[config.mk]
export PLATFORM = sky130hd
export DESIGN_NAME = core_mem_arb_flat
export DESIGN_NICKNAME = d
export VERILOG_FILES = /design/src/rtl/core_mem_arb_pkg.sv /design/src/rtl/core_mem_arb_if.sv /design/src/rtl/core_rr_arb2.sv /design/src/rtl/core_mem_arb.sv /design/src/flat_wrapper.sv
export SDC_FILE = /design/constraint.sdc
export NUM_CORES = 1
export LEC_CHECK = 0
export ABC_CLOCK_PERIOD_IN_PS = 2520
export CAP_MARGIN = 10
export CORE_MARGIN = 10
export CORE_UTILIZATION = 35
export CTS_BUF_LIST = sky130_fd_sc_hd__clkbuf_16
export CTS_CLUSTER_DIAMETER = 50
export DETAILED_ROUTE_END_ITERATION = 8
export HOLD_SLACK_MARGIN = 0.15
export PLACE_DENSITY = 0.8
export SLEW_MARGIN = 0
export SYNTH_ARGS = -nofsm -noshare
export SYNTH_HDL_FRONTEND = slang
export SYNTH_HIERARCHICAL = 1
export SYNTH_SLANG_ARGS = --single-unit
export TNS_END_PERCENT = 20
[constraint.sdc]
create_clock -name clk -period 2.52 [get_ports clk]
set_clock_uncertainty 0.1 [all_clocks]
set_input_delay 0.756 -clock clk [delete_from_list [all_inputs] [get_ports clk]]
set_output_delay 0.756 -clock clk [all_outputs]
set_load 0.05 [all_outputs]
[src/rtl/core_mem_arb_pkg.sv]
// rtl/core_mem_arb_pkg.sv - shared types for the core memory arbiter
//
// Purpose: operation codes, access size codes, arbiter FSM states and the
//          latched request record used by core_mem_arb and its sub-module.
// Ports:   none (package).

package sel_core_pkg;

   localparam int CORE_AW = 32;
   localparam int CORE_DW = 32;

   typedef enum logic [2:0] {
      COP_RD    = 3'd0,
      COP_WR    = 3'd1,
      COP_FETCH = 3'd2
   } cop_t;

   localparam logic [2:0] SIZE_BYTE = 3'd0;
   localparam logic [2:0] SIZE_HALF = 3'd1;
   localparam logic [2:0] SIZE_WORD = 3'd2;

   typedef enum logic [1:0] {
      IDLE = 2'd0,
      BUSY = 2'd1,
      ERR  = 2'd2
   } arb_state_t;

   typedef struct packed {
      logic [CORE_AW-1:0]   addr;
      cop_t                 cop;
      logic [CORE_DW-1:0]   wdata;
      logic [2:0]           size;
      logic [CORE_DW/8-1:0] be;
   } core_req_t;

endpackage

[src/rtl/core_mem_arb_if.sv]
// rtl/core_mem_arb_if.sv - core request/ack bus
//
// Purpose: one request/ack channel between a requester and a responder.
// Signals: req_val/addr/cop/wdata/size/be (requester -> responder),
//          ack_val/ack_rdata/ack_err (responder -> requester).
// Modports: master = request issuer, slave = request responder.
//          The memory side never reports errors, so master omits ack_err;
//          the error flag is produced only by the arbiter's watchdog.

interface core_mem_arb_if #(
   parameter int AW = 32,
   parameter int DW = 32
);
   logic              req_val;
   logic [AW-1:0]     req_addr;
   logic [2:0]        req_cop;
   logic [DW-1:0]     req_wdata;
   logic [2:0]        req_size;
   logic [DW/8-1:0]   req_be;
   logic              ack_val;
   logic [DW-1:0]     ack_rdata;
   logic              ack_err;

   modport master (
      output req_val, req_addr, req_cop, req_wdata, req_size, req_be,
      input  ack_val, ack_rdata
   );

   modport slave (
      input  req_val, req_addr, req_cop, req_wdata, req_size, req_be,
      output ack_val, ack_rdata, ack_err
   );
endinterface

[src/rtl/core_rr_arb2.sv]
// rtl/core_rr_arb2.sv - two-way round-robin picker
//
// Purpose: choose one of two requesters; on a tie the port that was not
//          granted last wins.
// Ports:   req[1:0] in  request lines
//          last     in  index of the port granted most recently
//          gnt[1:0] out one-hot grant (zero when no request)

module core_rr_arb2 (
   input  logic [1:0] req,
   input  logic       last,
   output logic [1:0] gnt
);

   always_comb begin
      gnt = 2'b00;
      if (req[0] && (!req[1] || last)) begin
         gnt[0] = 1'b1;
      end else if (req[1]) begin
         gnt[1] = 1'b1;
      end
   end

endmodule

[src/rtl/core_mem_arb.sv]
// rtl/core_mem_arb.sv - two-port core request arbiter onto one memory port
//
// Purpose: shares one downstream memory port between instruction fetch
//          (port 0) and data access (port 1); round-robin grant, one
//          transaction in flight, ack routed to the owner, watchdog error ack.
// Ports:   clk  in  clock, rising edge
//          rst  in  synchronous reset, active high
//          p0   slave  instruction-fetch requester channel
//          p1   slave  data load/store requester channel
//          m    master downstream memory channel

module core_mem_arb
   import sel_core_pkg::*;
#(
   parameter int AW       = 32,
   parameter int DW       = 32,
   parameter int TIMEOUT  = 256,
   parameter bit P0_FIRST = 1'b1
) (
   input  logic           clk,
   input  logic           rst,
   core_mem_arb_if.slave  p0,
   core_mem_arb_if.slave  p1,
   core_mem_arb_if.master m
);

   localparam int WDW = (TIMEOUT < 1) ? 1 : $clog2(TIMEOUT + 1);
   localparam logic [WDW-1:0] WD_LAST = WDW'((TIMEOUT > 0) ? TIMEOUT - 1 : 0);
   // Reset pretends the non-favoured port was served last so the favoured
   // port wins the first tie.
   localparam logic LAST_RST = P0_FIRST ? 1'b1 : 1'b0;

   if (AW != CORE_AW || DW != CORE_DW) begin : g_width_check
      $error("core_mem_arb: AW/DW must match sel_core_pkg widths");
   end

   arb_state_t     state_q, state_d;
   core_req_t      req_q, win;
   logic           owner_q;
   logic           last_q;
   logic [WDW-1:0] wd_q;
   logic [1:0]     gnt;
   logic           timeout_hit;
   logic           pass_ack;
   logic           ack_fire;
   logic           err_fire;
   logic [DW-1:0]  ack_data;

   core_rr_arb2 u_rr (
      .req  ({p1.req_val, p0.req_val}),
      .last (last_q),
      .gnt  (gnt)
   );

   // Fields of the winning requester, latched on the grant cycle.
   always_comb begin
      win.addr  = gnt[1] ? p1.req_addr  : p0.req_addr;
      win.cop   = cop_t'(gnt[1] ? p1.req_cop : p0.req_cop);
      win.wdata = gnt[1] ? p1.req_wdata : p0.req_wdata;
      win.size  = gnt[1] ? p1.req_size  : p0.req_size;
      win.be    = gnt[1] ? p1.req_be    : p0.req_be;
   end

   assign timeout_hit = (TIMEOUT != 0) && (wd_q == WD_LAST);

   always_comb begin
      state_d = state_q;
      case (state_q)
         IDLE:    if (|gnt) state_d = BUSY;
         BUSY: begin
            // A downstream ack beats a simultaneous watchdog expiry.
            if (m.ack_val)        state_d = IDLE;
            else if (timeout_hit) state_d = ERR;
         end
         ERR:     state_d = IDLE;
         default: state_d = IDLE;
      endcase
   end

   always_ff @(posedge clk) begin
      if (rst) begin
         state_q <= IDLE;
         req_q   <= '0;
         owner_q <= 1'b0;
         last_q  <= LAST_RST;
         wd_q    <= '0;
      end else begin
         state_q <= state_d;
         if (state_q == IDLE && (|gnt)) begin
            req_q   <= win;
            owner_q <= gnt[1];
            last_q  <= gnt[1];
            wd_q    <= '0;
         end else if (state_q == BUSY && wd_q != '1) begin
            wd_q <= wd_q + 1'b1;
         end
      end
   end

   // Acks are suppressed while rst is high so a reset mid-transaction
   // never completes anything upstream.
   assign pass_ack = !rst && (state_q == BUSY) && m.ack_val;
   assign err_fire = !rst && (state_q == ERR);
   assign ack_fire = pass_ack || err_fire;
   assign ack_data = pass_ack ? m.ack_rdata : '0;

   assign p0.ack_val   = ack_fire && !owner_q;
   assign p1.ack_val   = ack_fire &&  owner_q;
   assign p0.ack_err   = err_fire && !owner_q;
   assign p1.ack_err   = err_fire &&  owner_q;
   assign p0.ack_rdata = !owner_q ? ack_data : '0;
   assign p1.ack_rdata =  owner_q ? ack_data : '0;

   assign m.req_val   = (state_q == BUSY);
   assign m.req_addr  = req_q.addr;
   assign m.req_cop   = req_q.cop;
   assign m.req_wdata = req_q.wdata;
   assign m.req_size  = req_q.size;
   assign m.req_be    = req_q.be;

endmodule

[src/flat_wrapper.sv]
// flat-port wrapper written by rule: the top's interface ports become plain ports
module core_mem_arb_flat import sel_core_pkg::*;
#(
   parameter int AW       = 32,
   parameter int DW       = 32,
   parameter int TIMEOUT  = 256,
   parameter bit P0_FIRST = 1'b1
)
  (clk, rst, p0_req_val, p0_req_addr, p0_req_cop, p0_req_wdata, p0_req_size, p0_req_be, p0_ack_val, p0_ack_rdata, p0_ack_err, p1_req_val, p1_req_addr, p1_req_cop, p1_req_wdata, p1_req_size, p1_req_be, p1_ack_val, p1_ack_rdata, p1_ack_err, m_req_val, m_req_addr, m_req_cop, m_req_wdata, m_req_size, m_req_be, m_ack_val, m_ack_rdata);
  core_mem_arb_if #(.AW(AW), .DW(DW)) p0_i ();
  core_mem_arb_if #(.AW(AW), .DW(DW)) p1_i ();
  core_mem_arb_if #(.AW(AW), .DW(DW)) m_i ();
  input  logic clk;
  input  logic rst;
  input wire logic [$bits(p0_i.req_val)-1:0] p0_req_val;
  input wire logic [$bits(p0_i.req_addr)-1:0] p0_req_addr;
  input wire logic [$bits(p0_i.req_cop)-1:0] p0_req_cop;
  input wire logic [$bits(p0_i.req_wdata)-1:0] p0_req_wdata;
  input wire logic [$bits(p0_i.req_size)-1:0] p0_req_size;
  input wire logic [$bits(p0_i.req_be)-1:0] p0_req_be;
  output wire logic [$bits(p0_i.ack_val)-1:0] p0_ack_val;
  output wire logic [$bits(p0_i.ack_rdata)-1:0] p0_ack_rdata;
  output wire logic [$bits(p0_i.ack_err)-1:0] p0_ack_err;
  input wire logic [$bits(p1_i.req_val)-1:0] p1_req_val;
  input wire logic [$bits(p1_i.req_addr)-1:0] p1_req_addr;
  input wire logic [$bits(p1_i.req_cop)-1:0] p1_req_cop;
  input wire logic [$bits(p1_i.req_wdata)-1:0] p1_req_wdata;
  input wire logic [$bits(p1_i.req_size)-1:0] p1_req_size;
  input wire logic [$bits(p1_i.req_be)-1:0] p1_req_be;
  output wire logic [$bits(p1_i.ack_val)-1:0] p1_ack_val;
  output wire logic [$bits(p1_i.ack_rdata)-1:0] p1_ack_rdata;
  output wire logic [$bits(p1_i.ack_err)-1:0] p1_ack_err;
  output wire logic [$bits(m_i.req_val)-1:0] m_req_val;
  output wire logic [$bits(m_i.req_addr)-1:0] m_req_addr;
  output wire logic [$bits(m_i.req_cop)-1:0] m_req_cop;
  output wire logic [$bits(m_i.req_wdata)-1:0] m_req_wdata;
  output wire logic [$bits(m_i.req_size)-1:0] m_req_size;
  output wire logic [$bits(m_i.req_be)-1:0] m_req_be;
  input wire logic [$bits(m_i.ack_val)-1:0] m_ack_val;
  input wire logic [$bits(m_i.ack_rdata)-1:0] m_ack_rdata;
  assign p0_i.req_val = p0_req_val;
  assign p0_i.req_addr = p0_req_addr;
  assign p0_i.req_cop = p0_req_cop;
  assign p0_i.req_wdata = p0_req_wdata;
  assign p0_i.req_size = p0_req_size;
  assign p0_i.req_be = p0_req_be;
  assign p0_ack_val = p0_i.ack_val;
  assign p0_ack_rdata = p0_i.ack_rdata;
  assign p0_ack_err = p0_i.ack_err;
  assign p1_i.req_val = p1_req_val;
  assign p1_i.req_addr = p1_req_addr;
  assign p1_i.req_cop = p1_req_cop;
  assign p1_i.req_wdata = p1_req_wdata;
  assign p1_i.req_size = p1_req_size;
  assign p1_i.req_be = p1_req_be;
  assign p1_ack_val = p1_i.ack_val;
  assign p1_ack_rdata = p1_i.ack_rdata;
  assign p1_ack_err = p1_i.ack_err;
  assign m_req_val = m_i.req_val;
  assign m_req_addr = m_i.req_addr;
  assign m_req_cop = m_i.req_cop;
  assign m_req_wdata = m_i.req_wdata;
  assign m_req_size = m_i.req_size;
  assign m_req_be = m_i.req_be;
  assign m_i.ack_val = m_ack_val;
  assign m_i.ack_rdata = m_ack_rdata;
  core_mem_arb #(.AW(AW), .DW(DW), .TIMEOUT(TIMEOUT), .P0_FIRST(P0_FIRST)) u_core (.clk(clk), .rst(rst), .p0(p0_i), .p1(p1_i), .m(m_i));
endmodule
Yosys cells after proc, flatten, opt, wreduce, memory -nomap -nowiden
Index checks and enable logic that the tools add are counted.
{"block": "totals", "elab_cells": 50, "register_bits": 87, "in_bits": 185}
{"block": "op_classes", "n_eq_ne": 6, "addsub": 1, "muxes": 15, "n_reduce_logical": 19}
{"operator": "$mux W32", "n": 5}
{"operator": "$logic_and A1 B1 Y1", "n": 10}
{"operator": "$add A9 B1 Y9 const B", "n": 1}
{"operator": "$eq A9 B8 Y1 const B", "n": 1}
{"operator": "$ne A9 B9 Y1 const B", "n": 1}
{"operator": "$mux W2", "n": 3}
{"operator": "$mux W3", "n": 2}
{"operator": "$mux W4", "n": 1}
{"operator": "$pmux W2 S2", "n": 1}
{"operator": "$reduce_or A2 Y1", "n": 2}
{"operator": "$logic_not A1 Y1", "n": 3}
{"operator": "$mux W1", "n": 3}
{"operator": "$ne A3 B1 Y1 const B", "n": 1}
{"operator": "$eq A2 B1 Y1 const B", "n": 1}
{"operator": "$eq A2 B2 Y1 const B", "n": 1}
{"operator": "$logic_not A2 Y1", "n": 1}
{"operator": "$logic_or A1 B1 Y1", "n": 2}
{"operator": "$ne A2 B2 Y1 const B", "n": 1}
{"operator": "$reduce_and A2 Y1", "n": 1}

Depth between registers and ports, before layout
{"block": "logic_depth", "depth_word": 7, "ltp_mapped": 9}

By module
The synthesis kept the hierarchy.
{"module": "core_mem_arb", "cells_per_inst": 486, "area_each_um2": 4411.7, "n_inst": 1}
{"module": "core_rr_arb2", "cells_per_inst": 3, "area_each_um2": 18.8, "n_inst": 1}

Worst setup path before layout
OpenSTA, ideal clock, no wires.
{"block": "synth_path", "path_kind": "in2out", "from": "input port rst", "to": "output port p0_ack_err", "path_slack_ns": -0.573, "arrival_ns": 2.237, "stages": 3, "required_time_ns": 1.664, "cell_sequence": "clkbuf_1 buf_1 nor3_1"}
{"block": "synth_via", "elab_chain_len": 3}
{"element": "start: declaration", "line": "flat_wrapper.sv:14", "rtl": "input logic rst;"}
{"element": "$logic_not A1 Y1", "line": "core_mem_arb.sv:103", "rtl": "assign err_fire = !rst && (state_q == ERR);"}
{"element": "$logic_and A1 B1 Y1", "line": "core_mem_arb.sv:103"}
{"element": "$logic_and A1 B1 Y1", "line": "core_mem_arb.sv:109", "rtl": "assign p0.ack_err = err_fire && !owner_q;"}
{"element": "end: declaration", "line": "flat_wrapper.sv:23", "rtl": "output wire logic [$bits(p0_i.ack_err)-1:0] p0_ack_err;"}
No other way between the ends.

Final worst setup path
{"block": "layout_path", "from": "register u_core.state_q[0]", "to": "output port p0_ack_rdata[3]"}
{"block": "layout_via", "elab_chain_len": 5}
{"element": "start: declaration", "line": "core_mem_arb.sv:37", "rtl": "arb_state_t state_q, state_d;"}
{"element": "start signal: assignment", "line": "core_mem_arb.sv:88", "rtl": "state_q <= state_d;"}
{"element": "$eq A2 B1 Y1", "line": "core_mem_arb.sv:102", "rtl": "assign pass_ack = !rst && (state_q == BUSY) && m.ack_val;"}
{"element": "$logic_and A1 B1 Y1 (2 in a row)", "line": "core_mem_arb.sv:102"}
{"element": "$mux W32", "line": "core_mem_arb.sv:105", "rtl": "assign ack_data = pass_ack ? m.ack_rdata : '0;"}
{"element": "$mux W32", "line": "core_mem_arb.sv:111", "rtl": "assign p0.ack_rdata = !owner_q ? ack_data : '0;"}
{"element": "end: declaration", "line": "flat_wrapper.sv:22", "rtl": "output wire logic [$bits(p0_i.ack_rdata)-1:0] p0_ack_rdata;"}
No other way between the ends.

==> results.json <==
{
  "die_h_um": 132.5,
  "hold_class": "reg2reg",
  "power.switching_mw": 1.726,
  "wire_per_inst_um": 22.47,
  "fp-row-count": 41,
  "power.density_mw_per_mm2": 528.6,
  "syn_area_mm2": 0.004430,
  "setup_slack_ps": -178.1,
  "area_delta_synth_final_pct": 111.3,
  "routed_wl_mm": 22.36,
  "maxCapViolations": 0,
  "finalCritPeriodShare": 1.071,
  "m1WireLength_mm": 8.049,
  "floorplan.initialDensity": 0.3540,
  "grt_usage": 0.2424,
  "required_ps": 1660,
  "grt_max_degree": 77,
  "holdBufCountCts": 0,
  "drv_slew": 0,
  "clock-sinks": 87,
  "p_seq_frac": 0.325,
  "ys_seq_area_frac": 0.3931,
  "final_nets": 1005,
  "hp-start": "u_core/wd_q[7]",
  "insertion_delay_ps": 330,
  "clkPwrFrac": 0.281,
  "yosys_warnings": 6,
  "p_leak_nw": 3.609,
  "rsz0062_at_grt": "yes",
  "drt_iter0_markers": 234,
  "numCtsBuffers": 9,
  "cp.arrival_ps": 1840,
  "fill_cells": 860,
  "dr_wl_met3_mm": 1.972,
  "die_area_mm2": 0.01756,
  "die_w_um": 132.5,
  "regToRegSetupSlack_ps": 190,
  "pre_cts_ws_ps": -436.9,
  "clk_pin_slew_worst_paths_ps": 60,
  "grt_overflow": 0,
  "top_level_ports": 328,
  "multi_input_area_mm2": 0.002703,
  "htree_num_levels": 3,
  "portBuffers": 327,
  "hpwl_mm": 17.63,
  "crit_fanout": 8,
  "cts_root_buf": "clkbuf_16",
  "reg2reg_from": "u_core/wd_q[0]",
  "wl_met2_mm": 11.59,
  "internal_power_mw": 3.222,
  "fmax_mhz": 370.6,
  "core_area_mm2": 0.01252,
  "antenna_found_initial": 2,
  "violations": "negative setup slack",
  "num_vias": 5239,
  "drive_gt1_frac": 0.2570,
  "reg2reg_to": "u_core/wd_q[6]",
  "drc": 0,
  "place.gp.congestion": 0.8879,
  "post_drt_via_cell_ratio": 5.265,
  "dr.max_layer_used": "met4",
  "comb_power_share": 0.394,
  "synth_cells": 489,
  "netSwitchingFraction": 0.3489,
  "rr_worst_depth": 7,
  "synth.avg_cell_area_um2": 9.060,
  "relSlewSlack": 0.4564,
  "endpoint": "p0_ack_rdata[3]",
  "regArea_mm2": 0.001743,
  "peakVddDrop_mv": 0.2860,
  "tightestPinTransition_ps": 815.5,
  "cts_buffer_depth": 2,
  "finalSetupViolCount": 66,
  "status": "complete, but fails checks",
  "ys_ff_latch": 87,
  "dr.pass1.iters": 6,
  "grt_pass1_wl_mm": 33.87,
  "first_global_vias": 5628,
  "cts_tree": "built",
  "crit_path_start": "u_core/state_q[0]",
  "final_hold_viol_count": 0,
  "synth.distinct_cells": 35,
  "start_kind": "flip-flop",
  "endpoint_kind": "primary output",
  "setup.worst_path.class": "reg2out",
  "min_period_ps": 2698,
  "total_power_mw": 4.948,
  "ant_nets": 0,
  "syn-num-nets": 677
}
==> critical path: stages (launching register included) <==
cell	delay (ps)
dfxtp_2	330
or2b_4	290
nor4b_4	270
buf_4	190
buf_6	130
and2_4	170
buf_12	130
==> area by class of cell <==
cell class                 instances  share of cell area
multi-input combinational        347              0.2887
antenna                            2           0.0005346
timing repair buffer             367              0.4669
tap                              172             0.02299
clock inverter                     6            0.008287
sequential                        87              0.1862
inverter                           5            0.002406
clock buffer                       9             0.02406
==> routing by layer <==
| metal | vias up | GRT usage |
|---|---|---|
| met2 | 269 | 0.4441 |
| met3 | 45 | 0.09084 |
| met1 | 2467 | 0.2411 |
| li1 | 2458 | - |
| met5 | - | 0 |
| met4 | 0 | 0.09841 |
==> stage by stage <==
step                setup TNS, ps  instances  cell area (um^2)  hold slack [ps]    util
floorplan                   -1951        489              4636            351.7       -
finish                      -9600        995              9361            388.0  0.7479
CTS                         -7369        995              9393            377.0  0.7504
detailed placement         -23080        970              8924            368.9  0.7129
global route               -13500        994              9359            408.3  0.7477
global placement           -21100        970              8924            361.4  0.7129
==> Yosys cell counts, drive strengths merged <==
| library cell | instances | share of area |
|---|---|---|
| inv | 5 | 0.0042 |
| or2b | 1 | 0.0017 |
| nand3 | 3 | 0.0034 |
| o31ai | 3 | 0.0051 |
| clkbuf | 28 | 0.024 |
| nor4b | 2 | 0.0054 |
| xor2 | 1 | 0.0020 |
| o21ai | 4 | 0.0045 |
| ha | 3 | 0.0085 |
| nand2b | 1 | 0.0014 |
| a22oi | 1 | 0.0017 |
| a21boi | 3 | 0.0051 |
| nor3 | 3 | 0.0034 |
| o21a | 1 | 0.0017 |
| mux2i | 75 | 0.17 |
| or3 | 3 | 0.0042 |
| a221o | 1 | 0.0023 |
| dfxtp | 87 | 0.39 |
| nor2 | 9 | 0.0076 |
| a211oi | 74 | 0.13 |
| buf | 22 | 0.024 |
| and2 | 64 | 0.090 |
| or3b | 2 | 0.0040 |
| or4 | 3 | 0.0051 |
| nand2 | 4 | 0.0034 |
| and4 | 1 | 0.0020 |
| nand4 | 1 | 0.0014 |
| a21oi | 81 | 0.091 |
| or2 | 3 | 0.0042 |
==> flip-flops by register name, indices dropped and copies added, names as in the netlist <==
register	cells
u_core/m.req_be	4
u_core/m.req_wdata	32
u_core/wd_q	9
u_core/owner_q	1
u_core/m.req_size	3
u_core/last_q	1
u_core/m.req_addr	32
u_core/m.req_cop	3
u_core/state_q	2
==> power by group through the flow <==
stage	Clock, mW	Sequential, mW	Combinational [mW]
after floorplan	0	2.13	0.552
after global placement	0	1.63	1.89
after detailed placement	0	1.64	1.92
after CTS	1.41	1.61	1.96
after global routing	1.46	1.63	2.05
final	1.39	1.61	1.95
==> cell families (layout without fill, tap and decap cells) <==
kind of cell / Yosys count / in the layout / synth area share
AOI/OAI and AO/OA: 168 / 168 / 0.2372
DFF: 87 / 87 / 0.3931
other: 0 / 2 / 0
xor gates and xnor gates: 1 / 1 / 0.001977
muxes: 75 / 75 / 0.1694
adders and majority gates: 3 / 3 / 0.008473
and+or+nand+nor: 100 / 100 / 0.1375
buffers and inverters: 55 / 387 / 0.05224
==> how the worst min path moves through the flow <==
stage	to	slack, ps	cells past startpoint
floorplan	u_core/wd_q[6]	350	2
global placement	u_core/wd_q[8]	360	2
detailed placement	u_core/wd_q[8]	370	2
CTS	u_core/wd_q[8]	380	2
global route	u_core/wd_q[8]	410	2
finish	u_core/wd_q[7]	390	2
==> cell usage in the layout (no fill, tap or decap), types with 2 or more instances in the layout <==
| cell | count |
|---|---|
| buf_6 | 3 |
| buf_4 | 34 |
| mux2i_1 | 75 |
| dfxtp_1 | 86 |
| nor3_4 | 2 |
| nand3_1 | 3 |
| ha_1 | 3 |
| or3_1 | 3 |
| inv_1 | 5 |
| nand2_1 | 4 |
| o21ai_0 | 3 |
| diode_2 | 2 |
| clkbuf_16 | 9 |
| clkinv_2 | 2 |
| buf_12 | 76 |
| clkdlybuf4s50_1 | 250 |
| a21oi_1 | 81 |
| and2_4 | 64 |
| o31ai_1 | 3 |
| nor2_4 | 3 |
| a211oi_1 | 74 |
| bufinv_16 | 2 |
| or2_2 | 3 |
| or4_1 | 3 |
| nor2_1 | 5 |
==> timing repair <==
item | CTS | global route
gates cloned | 3 | 0
pin swaps | 33 | 3
endpoints found under the setup margin | 66 | 66
setup buffers | 7 | 1
gates resized for setup | 16 | 4
Note: power is estimated with default switching activity, not from simulation.
